## config.mk

```make
export PLATFORM = sky130hd
export DESIGN_NAME = mem_port_arbiter
export DESIGN_NICKNAME = d
export VERILOG_FILES = /design/src/rtl/mem_port_arbiter.sv
export SDC_FILE = /design/constraint.sdc
export NUM_CORES = 2
export LEC_CHECK = 0
export CAP_MARGIN = 25
export CORE_AREA = 2 2 539 541
export DETAILED_ROUTE_END_ITERATION = 10
export DIE_AREA = 0 0 541 543
export HOLD_SLACK_MARGIN = 0.1
export PLACE_DENSITY_LB_ADDON = 0.1
export SLEW_MARGIN = 15
export SYNTH_ARGS = -nofsm -noshare
export SYNTH_HDL_FRONTEND = slang
export SYNTH_SLANG_ARGS = --single-unit
```

## constraint.sdc

```tcl
create_clock -name clk_i -period 5.05 [get_ports clk_i]
set_input_delay 1.01 -clock clk_i [delete_from_list [all_inputs] [get_ports clk_i]]
set_output_delay 1.01 -clock clk_i [all_outputs]
set_load 0.01 [all_outputs]
```

## src/rtl/mem_port_arbiter.sv

```systemverilog
// Round-robin arbiter sharing one line-wide memory port between an I-cache read port and a D-cache read/write port.
// One downstream transaction in flight at a time; a watchdog aborts transactions whose memory never answers.
module mem_port_arbiter #(
  parameter int ADDR_WIDTH     = 32,
  parameter int LINE_WIDTH     = 256,
  parameter int TIMEOUT_CYCLES = 1024,
  parameter int CNT_WIDTH      = 16
) (
  input  logic                  clk_i,
  input  logic                  rst_i,
  input  logic                  I_strobe_i,
  input  logic [ADDR_WIDTH-1:0] I_addr_i,
  output logic                  I_done_o,
  output logic [LINE_WIDTH-1:0] I_data_o,
  input  logic                  D_strobe_i,
  input  logic [ADDR_WIDTH-1:0] D_addr_i,
  input  logic                  D_rw_i,
  input  logic [LINE_WIDTH-1:0] D_data_i,
  output logic                  D_done_o,
  output logic [LINE_WIDTH-1:0] D_data_o,
  output logic                  M_strobe_o,
  output logic [ADDR_WIDTH-1:0] M_addr_o,
  output logic                  M_rw_o,
  output logic [LINE_WIDTH-1:0] M_data_o,
  input  logic                  M_done_i,
  input  logic [LINE_WIDTH-1:0] M_data_i,
  output logic                  busy_o,
  output logic                  timeout_o
);

  typedef enum logic [1:0] {IDLE, ISSUE, WAIT, RESP} state_t;

  localparam logic GNT_I = 1'b0;
  localparam logic GNT_D = 1'b1;
  localparam bit   WD_EN = (TIMEOUT_CYCLES != 0);
  localparam logic [CNT_WIDTH-1:0] WD_LAST = WD_EN ? CNT_WIDTH'(TIMEOUT_CYCLES - 1) : '0;

  state_t                  state_q, state_d;
  logic                    grant_q, grant_d;
  logic                    last_q, last_d;
  logic                    pend_i_q, pend_i_d;
  logic                    pend_d_q, pend_d_d;
  logic [CNT_WIDTH-1:0]    cnt_q, cnt_d;
  logic [ADDR_WIDTH-1:0]   i_addr_q, i_addr_d;
  logic [ADDR_WIDTH-1:0]   d_addr_q, d_addr_d;
  logic                    d_rw_q, d_rw_d;
  logic [LINE_WIDTH-1:0]   d_wdata_q, d_wdata_d;
  logic [LINE_WIDTH-1:0]   i_rdata_q, i_rdata_d;
  logic [LINE_WIDTH-1:0]   d_rdata_q, d_rdata_d;

  logic active, wd_hit, i_in_svc, d_in_svc;

  assign active   = (state_q == ISSUE) || (state_q == WAIT);
  assign i_in_svc = (state_q != IDLE) && (grant_q == GNT_I);
  assign d_in_svc = (state_q != IDLE) && (grant_q == GNT_D);
  assign wd_hit   = WD_EN && (state_q == WAIT) && !M_done_i && (cnt_q == WD_LAST);

  always_comb begin
    state_d   = state_q;
    grant_d   = grant_q;
    last_d    = last_q;
    pend_i_d  = pend_i_q;
    pend_d_d  = pend_d_q;
    cnt_d     = cnt_q;
    i_addr_d  = i_addr_q;
    d_addr_d  = d_addr_q;
    d_rw_d    = d_rw_q;
    d_wdata_d = d_wdata_q;
    i_rdata_d = i_rdata_q;
    d_rdata_d = d_rdata_q;

    // A port that is waiting or being served keeps its latched request untouched.
    if (I_strobe_i && !pend_i_q && !i_in_svc) begin
      pend_i_d = 1'b1;
      i_addr_d = I_addr_i;
    end
    if (D_strobe_i && !pend_d_q && !d_in_svc) begin
      pend_d_d  = 1'b1;
      d_addr_d  = D_addr_i;
      d_rw_d    = D_rw_i;
      d_wdata_d = D_data_i;
    end

    case (state_q)
      IDLE: begin
        if (pend_i_q || pend_d_q) begin
          if (pend_i_q && pend_d_q) grant_d = ~last_q;
          else                      grant_d = pend_d_q ? GNT_D : GNT_I;
          last_d  = grant_d;
          state_d = ISSUE;
        end
      end
      ISSUE: begin
        if (grant_q == GNT_I) pend_i_d = 1'b0;
        else                  pend_d_d = 1'b0;
        cnt_d   = '0;
        state_d = WAIT;
      end
      WAIT: begin
        cnt_d = cnt_q + CNT_WIDTH'(1);
        if (M_done_i) begin
          if (grant_q == GNT_I)  i_rdata_d = M_data_i;
          else if (!d_rw_q)      d_rdata_d = M_data_i;
          state_d = RESP;
        end else if (wd_hit) begin
          state_d = RESP;
        end
      end
      RESP:    state_d = IDLE;
      default: state_d = IDLE;
    endcase
  end

  always_ff @(posedge clk_i) begin
    if (rst_i) begin
      state_q   <= IDLE;
      grant_q   <= GNT_I;
      last_q    <= GNT_D;
      pend_i_q  <= 1'b0;
      pend_d_q  <= 1'b0;
      cnt_q     <= '0;
      i_addr_q  <= '0;
      d_addr_q  <= '0;
      d_rw_q    <= 1'b0;
      d_wdata_q <= '0;
      i_rdata_q <= '0;
      d_rdata_q <= '0;
    end else begin
      state_q   <= state_d;
      grant_q   <= grant_d;
      last_q    <= last_d;
      pend_i_q  <= pend_i_d;
      pend_d_q  <= pend_d_d;
      cnt_q     <= cnt_d;
      i_addr_q  <= i_addr_d;
      d_addr_q  <= d_addr_d;
      d_rw_q    <= d_rw_d;
      d_wdata_q <= d_wdata_d;
      i_rdata_q <= i_rdata_d;
      d_rdata_q <= d_rdata_d;
    end
  end

  // Downstream fields are driven only while a transaction is outstanding.
  assign M_strobe_o = (state_q == ISSUE);
  assign M_addr_o   = !active ? '0 : (grant_q == GNT_D) ? d_addr_q : i_addr_q;
  assign M_rw_o     = active && (grant_q == GNT_D) && d_rw_q;
  assign M_data_o   = (active && (grant_q == GNT_D)) ? d_wdata_q : '0;
  assign I_done_o   = (state_q == RESP) && (grant_q == GNT_I);
  assign D_done_o   = (state_q == RESP) && (grant_q == GNT_D);
  assign I_data_o   = i_rdata_q;
  assign D_data_o   = d_rdata_q;
  assign busy_o     = (state_q != IDLE);
  assign timeout_o  = wd_hit;

endmodule

```

; Word-level counts from Yosys, hierarchy flattened
; Cells that the tools add are included.
[op_classes]
addsub = 1
n_mul = 0
n_div = 0
magnitude_cmp = 0
eq_ne = 6
shifts = 0
muxes = 16
bitwise = 3
reduce_logical = 27
[ops]
columns = operator, count
row1 = $mux W256, 1
row2 = $mux W32, 2
row3 = $pmux W16 S2, 1
row4 = $add A16 B1 Y16 const B, 1
row5 = $eq A16 B10 Y1 const B, 1
row6 = $logic_and A1 B1 Y1, 13
row7 = $mux W1, 8
row8 = $pmux W2 S4, 1
row9 = $mux W2, 3
row10 = $logic_not A1 Y1, 5
row11 = $eq A2 B2 Y1 const B, 2
row12 = $reduce_and A2 Y1, 2
row13 = $reduce_and A4 Y1, 1
row14 = $reduce_bool A2 Y1, 2
row15 = $ne A3 B3 Y1 const B, 1
row16 = $not A1 Y1, 3
row17 = $reduce_and A3 Y1, 1
row18 = $eq A2 B1 Y1 const B, 1
row19 = $logic_not A2 Y1, 1
row20 = $logic_or A1 B1 Y1, 2
row21 = $ne A2 B2 Y1 const B, 1
[totals]
reg_bits = 855
latch_bits = 0
mem_bits_rw = 0
mem_bits_ro = 0
in_bits = 582
output_inout_bits = 806
n_memories = 0

; Longest topological paths before layout
[logic_depth]
word_depth = 7
mapped_depth = 10
depth_no_buf = 6

; Worst setup path after synthesis
; OpenSTA, ideal clock, no wires.
[synth_path]
kind = flip-flop to output port
start = register state_q[0]
end = output M_data_o[100]
t_arrival_ns = 1.569
required_ns = 4.040
slack_ns = 2.471
stages_incl_launch_ff = 7
n_path_buf = 3
cell_sequence = dfxtp_1 inv_1 ha_1 buf_2 clkbuf_1 clkbuf_1 and3_1
[synth_via]
elab_chain_len = 4
[synth_lines]
columns = element, line
row1 = start: declaration, 38  ; state_t state_q, state_d;
row2 = start signal: assignment, 129  ; state_q <= state_d;
row3 = $eq A2 B1 Y1 / $eq A2 B2 Y1 (equally long branches), 53  ; assign active = (state_q == ISSUE) || (state_q == WAIT);
row4 = $logic_or A1 B1 Y1 *, 53
row5 = $logic_and A1 B1 Y1 *, 148  ; assign M_data_o = (active && (grant_q == GNT_D)) ? d_wdata_q : '0;
row6 = $mux W256 *, 148
row7 = end: declaration, 24  ; output logic [LINE_WIDTH-1:0] M_data_o,
; Every way passes the cells marked *; elsewhere a longest branch is shown, timed or not.

; Final worst setup path
[layout_path]
start = register state_q[1]
end = output M_data_o[163]
; The elaborated chain is that of the path after synthesis.

==> key figures <==
Status
  – Status: finished clean

Synth
  – EDFF count, synth: 0
  – Syn Inst Count: 4126
  – Async SR Flop Fraction: 0%
  – Yosys Warn Count: 0
  – Seq/Total Area, Yosys: 53.71%
  – Seq cells post-synth: 855
  – Synth top cells by count: 1675 x nand2_1, 855 x dfxtp_1, 840 x a21oi_1
  – Leading post-synthesis cells by cell area: dfxtp_1 54%, nand2_1 20%, a21oi_1 13%, and3_1 5.1%, buf_2 2.0%
  – Netlist cell types: 41
  – Most common cell in the netlist: nand2_1
  – Post-synth top area share: 53.71%
  – Syn_area_per_cell: 7.723 um2
  – Leading area contributor after synthesis: dfxtp_1
  – Area of the mapped netlist: 0.03187 mm2
  – Syn_nets: 4713
  – Dominant synthesized flop cell: dfxtp_1

Clock network
  – CTS tree: done
  – Hold-fix buffers at CTS: 0
  – CTS buffer count: 124
  – H-tree Lvls: 3
  – Worst-path clk slew: 0.06 ns
  – Clock latency on the worst-skew pair: 0.88 ns
  – Clock Tree Root: clkbuf_16
  – TritonCTS Sinks: 855
  – Max clock buf depth: 4

Worst hold path
  – Hold path startpoint: d_wdata_q[141]
  – Hold depth: 2
  – Worst hold path type: reg2reg
  – WHS Endpoint: d_wdata_q[141]

GRT
  – First-pass GRT wire length: 293.9 mm
  – Most Used Layer, Global Route: met2
  – Met2 GRT Util: 22.94%
  – Number of global-route vias before repair: 32329
  – Initial antenna violation count: 103
  – Largest net degree at the start of global routing: 168
  – Total GRT Usage: 14.38%
  – GR Util met1: 17.74%
  – Grt met3 use: 6.104%
  – Grt ovf: 0

Setup path
  – CP Class: reg2out
  – CP Launch Type: register
  – RR Startpoint: grant_q
  – Cell count of the worst reg-to-reg path: 5
  – CP required: 4.04 ns
  – CP Data Arrival Time: 3.57 ns
  – Reg2reg end: I_data_o[129]
  – Setup crit end kind: primary output
  – Max FO, Critical Path: 167
  – FF-to-FF setup slack: 1.58 ns

Power and ir drop
  – Leak pwr: 0.01846 uW
  – Logic pwr share: 19.4%
  – Clock power frac: 42.5%
  – P_sw: 6459 uW
  – Internal: 13910 uW
  – PwrDens: 379.5 mW/mm2
  – Reg power frac: 38.0%
  – Maximum vdd drop: 0.3168 mV
  – Sw Share: 31.71%

Timing
  – Worst-case clock skew: 0.07517 ns
  – Max transition margin: 12.01%
  – Final setup viols: 0
  – Fmax: 218.5 MHz
  – Crit path time final: 4.577 ns
  – Fin worst setup slack: 0.4732 ns
  – Worst-Margin Slew: 1.320 ns
  – RSZ-0062 raised after global routing: no
  – Final period utilization: 90.63%
  – Fin. Hold Viols: 0
  – Slew Limit Fails: 0
  – Setup TNS: 0 ns

Route
  – Vias: 33217
  – Post-route DRC: 0
  – Final WL: 221.9 mm
  – 1st-iter DRT viols: 1748
  – Vias/cell: 3.591
  – Antenna viol nets, final: 0
  – Pre-antenna DRT Iters: 5
  – DR WL/cell: 23.99 um

Floorplanning
  – Die Ht: 543 um
  – Die Wd: 541 um
  – Floorplan core area: 0.2874 mm2
  – Initial core utilization: 11.09%
  – Number of core rows: 197
  – Top Ports: 1388
  – Die area: 0.2938 mm2

Job
  – MaxCap Viol Count: 0

Finish
  – Sequential cell area: 0.01712 mm2
  – Area growth syn-to-layout: 68.44%
  – Final #Nets: 5945
  – Final Non-Filler Cells: 9250
  – Area of the multi-input gates: 0.01319 mm2
  – Fillers: 32328
  – Layout cells sized above 1: 4.757%

Placement
  – # placed instances: 9012
  – Pre-CTS setup slack: 0.7771 ns
  – I/O Buffers: 1387
  – RePlAce Congestion: 0.8139
  – Post-DP HPWL: 166.9 mm
[power by group through the flow]
stage	sequential, uW	clock, uW	combinational (uW)
4_1_cts	7750	9080	4080
2_1_floorplan	7740	0	1720
3_5_place_dp	7900	0	4070
5_1_grt	7810	9320	4330
3_3_place_gp	7900	0	4040
6_report	7750	8660	3960
[how the worst max path moves through the flow]
stage / startpoint / to / slack (ns) / depth (start not counted)
floorplan: state_q[0] / M_data_o[100] / 2.47 / 6
global placement: state_q[1] / M_addr_o[27] / 0.79 / 5
detailed placement: state_q[1] / M_addr_o[27] / 0.78 / 5
CTS: state_q[1] / M_addr_o[27] / 0.1 / 5
global route: state_q[1] / M_addr_o[25] / 0.16 / 6
finish: state_q[1] / M_data_o[163] / 0.47 / 5
[through the flow]
step | cell area (um2) | total power (uW) | util [%] | hold WS, ns
after CTS | 53600 | 20910 | 18.65 | 0.4522
after global routing | 53630 | 21460 | 18.66 | 0.4654
after floorplan | 31870 | 9466 | - | 0.4319
after global placement | 49660 | 11940 | 17.28 | 0.4396
after detailed placement | 49680 | 11970 | 17.29 | 0.4442
final | 53680 | 20370 | 18.68 | 0.4502
[registers in the layout, summed over array words and instances, names as in the netlist]
| signal | flops |
|---|---|
| pend_i_q | 1 |
| last_q | 1 |
| d_wdata_q | 256 |
| i_addr_q | 32 |
| state_q | 2 |
| grant_q | 1 |
| pend_d_q | 1 |
| d_rw_q | 1 |
| d_addr_q | 32 |
| I_data_o | 256 |
| cnt_q | 16 |
| D_data_o | 256 |
[what timing repair did]
| action | 4_1_cts | 5_1_grt |
|---|---|---|
| setup endpoints to repair | 1 | 0 |
| buffers inserted | 0 | 0 |
| gates resized for setup | 1 | 0 |
[worst max-delay path, cell delays in order (launching register included)]
cell and delay, ns:
dfxtp_1 0.42, inv_1 0.14, ha_4 0.53, buf_12 0.32
and3_1 0.29, clkdlybuf4s50_1 0.64
[layout by cell type (no fill, tap or decap), types with 2 or more instances in the layout]
master and instances:
dfxtp_1 854, nand4_1 3, clkbuf_16 125, and3_1 259, clkinvlp_4 2, mux2i_1 32, nor2_1 47, nand2_1 1675
xor2_1 8, or3_1 4, nand3_1 4, a21oi_1 840, and4_1 4, o211ai_1 2, buf_12 22, buf_4 42
nand2b_1 3, clkdlybuf4s50_1 1386, nor3b_1 2, clkinv_8 2, bufinv_16 6, clkinv_4 2, xnor2_1 3, ha_1 4
inv_1 5, clkbuf_8 19, clkbuf_1 34, o21ai_0 6, clkinv_2 20, diode_2 24
[area by class of cell]
class | count | share of cell area [%]
antenna | 24 | 0.1119
clock buffer | 178 | 6.552
clock inverter | 35 | 0.7366
inverter | 6 | 0.04196
multi-input combinational | 2920 | 24.57
sequential | 855 | 31.90
tap | 3781 | 8.814
timing repair buffer | 1451 | 27.28
[metal layers]
layer  part of all wire (%)  vias to the layer above
met5                   0.18                        -
met4                    2.1                       64
met3                    9.6                      294
met2                     45                     1133
met1                     43                    15791
li1                       -                    15935
[logic make-up after synthesis]
logic type      count (synthesis)  share of synthesized area [%]
simple gates                 2016                          26.19
compound gates                855                          13.52
flops                         855                          53.71
buf+inv                       351                          5.041
mux                            33                          1.037
xor+xnor                       11                         0.3024
fa+ha+maj                       5                         0.1963
(Power assumes the default switching activity.)
